==> config.mk <==
export PLATFORM = sky130hd
export DESIGN_NAME = alu_arbiter
export DESIGN_NICKNAME = d
export VERILOG_FILES = /design/src/rtl/alu_pkg.sv /design/src/rtl/alu_arbiter_rr_arb2.sv /design/src/rtl/alu_arbiter.sv
export SDC_FILE = /design/constraint.sdc
export NUM_CORES = 1
export LEC_CHECK = 0
export ABC_AREA = 1
export ABC_CLOCK_PERIOD_IN_PS = 3600
export CAP_MARGIN = 10
export CELL_PAD_IN_SITES_DETAIL_PLACEMENT = 1
export CELL_PAD_IN_SITES_GLOBAL_PLACEMENT = 1
export CORE_MARGIN = 3
export CORE_UTILIZATION = 31
export DETAILED_ROUTE_END_ITERATION = 8
export PLACE_DENSITY = 0.83
export SLEW_MARGIN = 20
export SYNTH_ARGS = -nofsm -noshare
export SYNTH_HDL_FRONTEND = slang
export SYNTH_HIERARCHICAL = 1
export SYNTH_SLANG_ARGS = --single-unit
==> constraint.sdc <==
create_clock -name clk -period 3.6 [get_ports clk]
set_clock_uncertainty 0.1 [all_clocks]
set_input_delay 0.9 -clock clk [delete_from_list [all_inputs] [get_ports clk]]
set_output_delay 0.9 -clock clk [all_outputs]
set_load 0.01 [all_outputs]
==> src/rtl/alu_pkg.sv <==
// Shared definitions for the ALU arbiter: opcode encoding, legality check and
// FSM state encoding.
package alu_pkg;

  localparam logic [3:0] ALU_NOP = 4'b0000;
  localparam logic [3:0] ALU_ADD = 4'b0001;
  localparam logic [3:0] ALU_OR  = 4'b0010;
  localparam logic [3:0] ALU_AND = 4'b0100;
  localparam logic [3:0] ALU_XOR = 4'b1000;
  localparam logic [3:0] ALU_SL  = 4'b0011;
  localparam logic [3:0] ALU_SR  = 4'b0101;
  localparam logic [3:0] ALU_SEQ = 4'b0110;
  localparam logic [3:0] ALU_SLT = 4'b1001;

  typedef enum logic [1:0] {
    ST_IDLE = 2'b00,
    ST_EXEC = 2'b01,
    ST_RESP = 2'b10
  } state_t;

  function automatic logic op_legal(input logic [3:0] op);
    case (op)
      ALU_ADD, ALU_OR, ALU_AND, ALU_XOR,
      ALU_SL, ALU_SR, ALU_SEQ, ALU_SLT: op_legal = 1'b1;
      default:                          op_legal = 1'b0;
    endcase
  endfunction

endpackage

==> src/rtl/alu_arbiter_rr_arb2.sv <==
// Two-way round-robin arbiter: ready generation plus the favour pointer,
// which always points away from the most recently granted requester.
module rr_arb2
  import alu_pkg::*;
(
  input  logic clk,
  input  logic rst_n,
  input  logic en,
  input  logic valid0,
  input  logic valid1,
  output logic ready0,
  output logic ready1
);

  logic ptr;

  // Grant the favoured requester, or whichever one is alone in asking.
  always_comb begin
    ready0 = en & valid0 & (~ptr | ~valid1);
    ready1 = en & valid1 & (ptr | ~valid0);
  end

  // Pointer flips to the other requester on every accepted request.
  always_ff @(posedge clk) begin
    if (!rst_n) begin
      ptr <= 1'b0;
    end else if (ready0) begin
      ptr <= 1'b1;
    end else if (ready1) begin
      ptr <= 1'b0;
    end else begin
      ptr <= ptr;
    end
  end

endmodule

==> src/rtl/alu_arbiter.sv <==
// Shares one registered ALU between two requesters, one transaction at a time:
// accept, execute for a fixed latency, then hold the response until consumed.
module alu_arbiter
  import alu_pkg::*;
#(
  parameter int N       = 16,
  parameter int ALU_LAT = 1
) (
  input  logic         clk,
  input  logic         rst_n,
  input  logic         req0_valid,
  output logic         req0_ready,
  input  logic [3:0]   req0_op,
  input  logic [N-1:0] req0_a,
  input  logic [N-1:0] req0_b,
  input  logic         req1_valid,
  output logic         req1_ready,
  input  logic [3:0]   req1_op,
  input  logic [N-1:0] req1_a,
  input  logic [N-1:0] req1_b,
  output logic         rsp0_valid,
  input  logic         rsp0_ready,
  output logic [N-1:0] rsp0_data,
  output logic         rsp0_err,
  output logic         rsp1_valid,
  input  logic         rsp1_ready,
  output logic [N-1:0] rsp1_data,
  output logic         rsp1_err,
  output logic [N-1:0] alu_a,
  output logic [N-1:0] alu_b,
  output logic [3:0]   alu_op,
  input  logic [N-1:0] alu_out
);

  localparam int CW = (ALU_LAT < 1) ? 1 : $clog2(ALU_LAT + 1);

  state_t         state, state_nxt;
  logic           gnt, gnt_nxt;
  logic [CW-1:0]  cnt, cnt_nxt;
  logic [N-1:0]   alu_a_nxt, alu_b_nxt;
  logic [3:0]     alu_op_nxt;
  logic           rsp0_valid_nxt, rsp1_valid_nxt;
  logic           rsp0_err_nxt, rsp1_err_nxt;
  logic [N-1:0]   rsp0_data_nxt, rsp1_data_nxt;
  logic           arb_en;
  logic [3:0]     sel_op;
  logic [N-1:0]   sel_a, sel_b;

  assign arb_en = (state == ST_IDLE);

  rr_arb2 u_rr (
    .clk    (clk),
    .rst_n  (rst_n),
    .en     (arb_en),
    .valid0 (req0_valid),
    .valid1 (req1_valid),
    .ready0 (req0_ready),
    .ready1 (req1_ready)
  );

  // Route the granted requester's operation into the latch path.
  always_comb begin
    if (req1_ready) begin
      sel_op = req1_op;
      sel_a  = req1_a;
      sel_b  = req1_b;
    end else begin
      sel_op = req0_op;
      sel_a  = req0_a;
      sel_b  = req0_b;
    end
  end

  // State register.
  always_ff @(posedge clk) begin
    if (!rst_n) begin
      state <= ST_IDLE;
    end else begin
      state <= state_nxt;
    end
  end

  // Next-state and next-value logic; every register holds unless told otherwise.
  always_comb begin
    state_nxt      = state;
    gnt_nxt        = gnt;
    cnt_nxt        = cnt;
    alu_a_nxt      = alu_a;
    alu_b_nxt      = alu_b;
    alu_op_nxt     = alu_op;
    rsp0_valid_nxt = rsp0_valid;
    rsp1_valid_nxt = rsp1_valid;
    rsp0_err_nxt   = rsp0_err;
    rsp1_err_nxt   = rsp1_err;
    rsp0_data_nxt  = rsp0_data;
    rsp1_data_nxt  = rsp1_data;
    case (state)
      ST_IDLE: begin
        if (req0_ready || req1_ready) begin
          gnt_nxt = req1_ready;
          if (op_legal(sel_op)) begin
            state_nxt  = ST_EXEC;
            cnt_nxt    = CW'(ALU_LAT);
            alu_a_nxt  = sel_a;
            alu_b_nxt  = sel_b;
            alu_op_nxt = sel_op;
          end else if (req1_ready) begin
            // Illegal opcodes bypass the ALU and answer with an error.
            state_nxt      = ST_RESP;
            rsp1_valid_nxt = 1'b1;
            rsp1_err_nxt   = 1'b1;
            rsp1_data_nxt  = {N{1'b0}};
          end else begin
            state_nxt      = ST_RESP;
            rsp0_valid_nxt = 1'b1;
            rsp0_err_nxt   = 1'b1;
            rsp0_data_nxt  = {N{1'b0}};
          end
        end else begin
          state_nxt = ST_IDLE;
        end
      end
      ST_EXEC: begin
        if (cnt == {CW{1'b0}}) begin
          state_nxt  = ST_RESP;
          alu_op_nxt = ALU_NOP;
          if (gnt) begin
            rsp1_valid_nxt = 1'b1;
            rsp1_err_nxt   = 1'b0;
            rsp1_data_nxt  = alu_out;
          end else begin
            rsp0_valid_nxt = 1'b1;
            rsp0_err_nxt   = 1'b0;
            rsp0_data_nxt  = alu_out;
          end
        end else begin
          cnt_nxt = cnt - CW'(1'b1);
        end
      end
      ST_RESP: begin
        if (gnt && rsp1_ready) begin
          rsp1_valid_nxt = 1'b0;
          state_nxt      = ST_IDLE;
        end else if (!gnt && rsp0_ready) begin
          rsp0_valid_nxt = 1'b0;
          state_nxt      = ST_IDLE;
        end else begin
          state_nxt = ST_RESP;
        end
      end
      default: begin
        state_nxt = ST_IDLE;
      end
    endcase
  end

  // Datapath and response registers.
  always_ff @(posedge clk) begin
    if (!rst_n) begin
      gnt        <= 1'b0;
      cnt        <= {CW{1'b0}};
      alu_a      <= {N{1'b0}};
      alu_b      <= {N{1'b0}};
      alu_op     <= ALU_NOP;
      rsp0_valid <= 1'b0;
      rsp1_valid <= 1'b0;
      rsp0_err   <= 1'b0;
      rsp1_err   <= 1'b0;
      rsp0_data  <= {N{1'b0}};
      rsp1_data  <= {N{1'b0}};
    end else begin
      gnt        <= gnt_nxt;
      cnt        <= cnt_nxt;
      alu_a      <= alu_a_nxt;
      alu_b      <= alu_b_nxt;
      alu_op     <= alu_op_nxt;
      rsp0_valid <= rsp0_valid_nxt;
      rsp1_valid <= rsp1_valid_nxt;
      rsp0_err   <= rsp0_err_nxt;
      rsp1_err   <= rsp1_err_nxt;
      rsp0_data  <= rsp0_data_nxt;
      rsp1_data  <= rsp1_data_nxt;
    end
  end

endmodule

# --- After elaboration in Yosys (flattened, before gate mapping) ---
# Memories as Yosys holds them, arrays and structs flattened.
# Index checks and enable logic that the tools add are counted.
classes:
  add_sub_neg: 1
  mul: 0
  div_mod_pow: 0
  n_lt_le_gt_ge: 0
  n_eq_ne: 13
  shift: 0
  muxes: 54
  bitwise_logic: 9
  reduce_logical: 16
ops:
  columns: ["operator", "count"]
  rows:
  - ["$mux W16", 12]
  - ["$pmux W16 S2", 2]
  - ["$mux W1", 24]
  - ["$ne A2 B2 Y1 const B", 11]
  - ["$mux W4", 4]
  - ["$reduce_and A6 Y1", 2]
  - ["$mux W2", 5]
  - ["$pmux W4 S2", 1]
  - ["$reduce_and A8 Y1", 1]
  - ["$reduce_and A7 Y1", 1]
  - ["$pmux W1 S2", 3]
  - ["$pmux W1 S3", 2]
  - ["$pmux W2 S3", 1]
  - ["$reduce_and A3 Y1", 2]
  - ["$and A1 B1 Y1", 4]
  - ["$reduce_and A4 Y1", 1]
  - ["$reduce_bool A2 Y1", 2]
  - ["$not A1 Y1", 3]
  - ["$reduce_bool A3 Y1", 1]
  - ["$eq A2 B1 Y1 const B", 1]
  - ["$eq A2 B2 Y1 const B", 1]
  - ["$logic_and A1 B1 Y1", 2]
  - ["$logic_not A2 Y1", 1]
  - ["$or A1 B1 Y1", 2]
  - ["other kinds (4)", 4]
word_totals:
  ff_bits: 77
  latch_bits: 0
  ramBits: 0
  romBits: 16
  inputBits: 94
  output_inout_bits: 74
  word_cells: 107
  memories: 1
mem_list:
  columns: ["name", "words", "width", "read_ports", "rd_clocked_by_memory_dff", "wr", "line", "rtl"]
  rows:
  - ["(no name shown)", 16, 1, 1, 0, 0, "alu_pkg.sv:22", "case (op)"]

# --- Longest topological paths before layout ---
# An unclocked memory read counts as a cell.
logic_depth:
  word_depth: 10
  depth_mapped: 15
  mapped_depth_nobuf: 14

# --- Hierarchy ---
# The synthesis kept the hierarchy.
modules_own_cells:
  columns: ["mod", "instances", "cells_each", "area_each_um2", "seq_area_each_um2"]
  rows:
  - ["alu_arbiter", 1, 497, 3741.1, 1521.5]
  - ["rr_arb2", 1, 12, 70.1, 20.0]

# --- Least setup slack after synthesis ---
# No wires, ideal clock.
synth_timing:
  path_type: "input port to flip-flop"
  from: "input req1_valid"
  to: "register alu_a[7]"
  setup_ns: 0.115
  arrival_ns: 2.480
  required_ns: 3.385
  setup_slack_ns: 0.904
  path_stages: 13
  n_path_buf: 2
  path_cell_list: "nand2_1 a21oi_1 buf_4 nand2_1 nand2_2 inv_2 nand2_2 nand3_4 inv_4 buf_4 nand3_1 nand2_1 a21oi_2"
synth_between:
  elab_chain_cells: 7
  elab_cells_between_ends: 12
  cone_classes: "mux (4); bitwise (5); reduce/logical (2); memory (1)"
synth_lines:
  columns: ["item", "line", "rtl"]
  rows:
  - ["from (decl)", "alu_arbiter.sv:16", "input logic req1_valid,"]
  - ["$and A1 B1 Y1 * (2 in a row)", "alu_arbiter_rr_arb2.sv:20", "ready1 = en & valid1 & (ptr | ~valid0);"]
  - ["net req1_ready", "alu_arbiter.sv:17", "output logic req1_ready,"]
  - ["$mux W4", "alu_arbiter.sv:63", "if (req1_ready) begin"]
  - ["$mem_v2 Z16 W1", null, null]
  - ["$mux W1", "alu_arbiter.sv:99", "if (req0_ready || req1_ready) begin"]
  - ["$mux W1", "alu_arbiter.sv:97", "case (state)"]
  - ["$reduce_and A3 Y1 (no line)", null, null]
  - ["to (signal assigned)", "alu_arbiter.sv:162", "alu_a <= {N{1'b0}};"]
  - ["to (signal assigned)", "alu_arbiter.sv:174", "alu_a <= alu_a_nxt;"]
  - ["to (decl)", "alu_arbiter.sv:29", "output logic [N-1:0] alu_a,"]
# The timed path passes the listed nets; every way through them passes the cells marked *. The select of a mux whose other input is x is not followed.
# A chain may end at the register's enable or synchronous reset.

# --- Worst setup path in the final report ---
layout_timing:
  from: "input req0_valid"
  to: "output req0_ready"
layout_between:
  elab_chain_cells: 2
layout_lines:
  columns: ["item", "line", "rtl"]
  rows:
  - ["from (decl)", "alu_arbiter.sv:11", "input logic req0_valid,"]
  - ["$and A1 B1 Y1 (2 in a row)", "alu_arbiter_rr_arb2.sv:19", "ready0 = en & valid0 & (~ptr | ~valid1);"]
  - ["to (decl)", "alu_arbiter.sv:12", "output logic req0_ready,"]
# Every way passes these cells.

==> results.sh <==
export IMPL_p_total_mw=3.981
export IMPL_fin_tns_setup_ns=0
export IMPL_first_global_vias=4159
export IMPL_ant_nets=0
export IMPL_cts_tree="yes"
export IMPL_place_congestion=0.8135
export IMPL_grt_remaining_overflow=0
export IMPL_start_util=0.3254
export IMPL_setup_violations=0
export IMPL_power_density_mw_per_mm2=681.4
export IMPL_cts_resized=0
export IMPL_relSlewSlack=0.6428
export IMPL_cts_root_buf="clkbuf_16"
export IMPL_hold_end="alu_b[3]$_SDFFE_PN0P_"
export IMPL_grt_pass1_wl_microns=20520
export IMPL_worst_path_max_delay_cell="clkdlybuf4s50_1"
export IMPL_power_leakage_nw=2.299
export IMPL_finalHoldViolCount=0
export IMPL_ys_warn_count=6
export IMPL_reg2reg_to="alu_a[7]$_SDFFE_PN0P_"
export IMPL_min_period_ns=3.288
export IMPL_swShare=0.4199
export IMPL_grt_total_usage=0.1907
export IMPL_clock_latency_ns=0.32
export IMPL_cp_max_fo=3
export IMPL_drt_iter0_drc=136
export IMPL_cp_arrival_ns=2.29
export IMPL_wirelength_microns=13060
export IMPL_die_area_sq_mm=0.01366
export IMPL_startpoint_type="primary input"
export IMPL_required_ns=2.60
export IMPL_die_h_microns=116.9
export IMPL_cts_buffers=9
export IMPL_post_route_drc_count=0
export IMPL_cp_common_cell="clkdlybuf4s50_1"
export IMPL_critPathMaxStageDelay_ns=0.55
export IMPL_hold_depth=2
export IMPL_hp_class="reg -> reg"
export IMPL_io_pins=168
export IMPL_num_rows=39
export IMPL_cts_setup_buffers=0
export IMPL_core_sq_mm=0.01171
export IMPL_die_w_microns=116.9
export IMPL_wl_per_cell_microns=16.05
export IMPL_htree_levels=3
export IMPL_clk_path_buf_depth=2
export IMPL_fmaxAchievable_mhz=304.1
export IMPL_r2r_start="state[1]$_SDFFE_PN0N_"
export IMPL_min_from="alu_b[3]$_SDFFE_PN0P_"
export IMPL_status="finished clean"
export IMPL_intPower_mw=2.309
export IMPL_ys_types=25
export IMPL_syn_area_per_cell_sq_um=7.488
export IMPL_vias_per_cell=4.805
export IMPL_synthCells=509
export IMPL_grt_max_degree=37
export IMPL_path_cells="clkdlybuf4s50_1 > nand2_1 > clkinv_1 > nand2_2 > inv_1 > clkdlybuf4s50_1"
export IMPL_setup_ws_ns=0.3120
export IMPL_maxCapViolCount=0
export IMPL_hpwlAfterDp_microns=10080
export IMPL_clockPowerShare=0.200
export IMPL_reg2reg_slack_ns=0.87
export IMPL_antenna_found_initial=0
export IMPL_path_class="in -> out"
export IMPL_num_vias=3911
export IMPL_detail_route_first_pass_iterations=4
export IMPL_preCtsSetupSlack_ns=0.2424
export IMPL_holdBufCountCts=0
export IMPL_clock_sinks=77
export IMPL_io_buffers=167
export IMPL_post_route_period_util=0.9133
export IMPL_rsz0062_at_grt="false"
export IMPL_reg2reg_depth=15
export IMPL_diodes=0
export IMPL_ys_seq_area_frac=0.4045
export IMPL_ys_ff_latch=77
export IMPL_p_switching_mw=1.671
export IMPL_fill_cells=1437
export IMPL_clkTransAtPathRegs_ns=0.06
export IMPL_syn_cell_area_sq_mm=0.003811
export IMPL_seq_power_share=0.292
export IMPL_combPwrFrac=0.508
export IMPL_whs_ns=0.3469
export IMPL_worst_slew_pin_slew_ns=0.5358
export IMPL_area_delta_synth_final_pct=53.28
export IMPL_worst_setup_path_end_kind="primary output"
export IMPL_nets=761
export IMPL_drive_gt1_frac=0.1118
export IMPL_slew_violations=0
export IMPL_synth_nets=603
export IMPL_irDropWorstVdd_mv=0.3423
per-layer routing:
metal  GRT usage  share of wire  up-vias  routed length [microns]
met2      0.3379           0.50      106                     6582
met1      0.2233           0.42     1859                     5434
met5           0              0        -                        0
met4     0.03670         0.0059        0                       77
met3     0.06838          0.074        6                      969
li1            -              -     1940                        -
power groups by stage:
stage / clock (mW) / combinational, mW / sequential (mW)
6_report: 0.797 / 2.02 / 1.16
5_1_grt: 0.861 / 2.23 / 1.19
4_1_cts: 0.822 / 2.06 / 1.16
2_1_floorplan: 0 / 1.21 / 1.23
3_3_place_gp: 0 / 1.98 / 1.17
3_5_place_dp: 0 / 2.05 / 1.18
kinds of logic (layout without fill, tap and decap cells):
group                  Yosys count  in the layout  synth area share
and+or+nand+nor                215            215            0.2541
AOI/OAI and AO/OA               85             85            0.1435
muxes                           32             32           0.08405
DFF                             77             77            0.4045
buffers and inverters          100            262            0.1139
placed cells by master, fill, tap and decap left out, drive strengths merged:
| cell | instances |
|---|---|
| dfxtp | 77 |
| a21oi | 80 |
| clkdlybuf4s50 | 167 |
| mux2i | 32 |
| nand3 | 56 |
| a31oi | 2 |
| nor2 | 19 |
| nand2 | 138 |
| clkbuf | 10 |
| nor3 | 1 |
| a211oi | 1 |
| o21ai | 2 |
| inv | 70 |
| buf | 8 |
| clkinv | 7 |
| nand3b | 1 |
cell usage after synthesis, drive strengths merged:
cell / count / share of area
nand2: 138 / 0.14
dfxtp: 77 / 0.40
nand3b: 1 / 0.0020
o21ai: 2 / 0.0026
clkbuf: 9 / 0.0089
nor2: 19 / 0.020
buf: 19 / 0.033
a31oi: 2 / 0.0033
inv: 70 / 0.070
a21oi: 80 / 0.14
a211oi: 1 / 0.0020
nand3: 56 / 0.083
nor3: 1 / 0.0043
clkinv: 2 / 0.0020
mux2i: 32 / 0.084
layout make-up:
cell class / instances / area [sq um] / area share
sequential: 77 / 1541 / 0.2639
timing repair buffer: 175 / 1744 / 0.2986
inverter: 72 / 272.8 / 0.04669
clock buffer: 10 / 229.0 / 0.03919
tap: 143 / 178.9 / 0.03063
clock inverter: 5 / 28.78 / 0.004926
multi-input combinational: 332 / 1847 / 0.3161
registers in the layout, indices dropped and copies added, names as in the netlist:
| name | cells |
|---|---|
| alu_a | 16 |
| alu_b | 16 |
| alu_op | 4 |
| cnt | 1 |
| gnt | 1 |
| rsp0_data | 16 |
| rsp0_err | 1 |
| rsp0_valid | 1 |
| rsp1_data | 16 |
| rsp1_err | 1 |
| rsp1_valid | 1 |
| state | 2 |
| u_rr/ptr | 1 |
worst max-delay path, delay by kind of cell:
| kind | cells | cell delay (ns) |
|---|---|---|
| buffers and inverters | 4 | 1.26 |
| AND/OR/NAND/NOR | 2 | 0.13 |
worst max-delay path by stage:
| stage | from | endpoint | slack (ns) | cells past startpoint |
|---|---|---|---|---|
| finish | req0_valid | req0_ready | 0.31 | 6 |
| detailed placement | req1_valid | alu_a[7]$_SDFFE_PN0P_ | 0.24 | 15 |
| floorplan | req1_valid | alu_a[7]$_SDFFE_PN0P_ | 0.90 | 13 |
| global route | req1_valid | req1_ready | 0.24 | 4 |
| CTS | req0_valid | req0_ready | 0.29 | 6 |
| global placement | req1_valid | req1_ready | 0.33 | 4 |
metrics by stage:
| stage | instances | area, sq um | utilization |
|---|---|---|---|
| after floorplan | 509 | 3811 | - |
| after global placement | 799 | 5584 | 0.4768 |
| after detailed placement | 799 | 5584 | 0.4768 |
| after CTS | 814 | 5842 | 0.4988 |
| after global routing | 814 | 5842 | 0.4988 |
| final | 814 | 5842 | 0.4988 |
No activity file was read; power rests on OpenSTA's default activity.
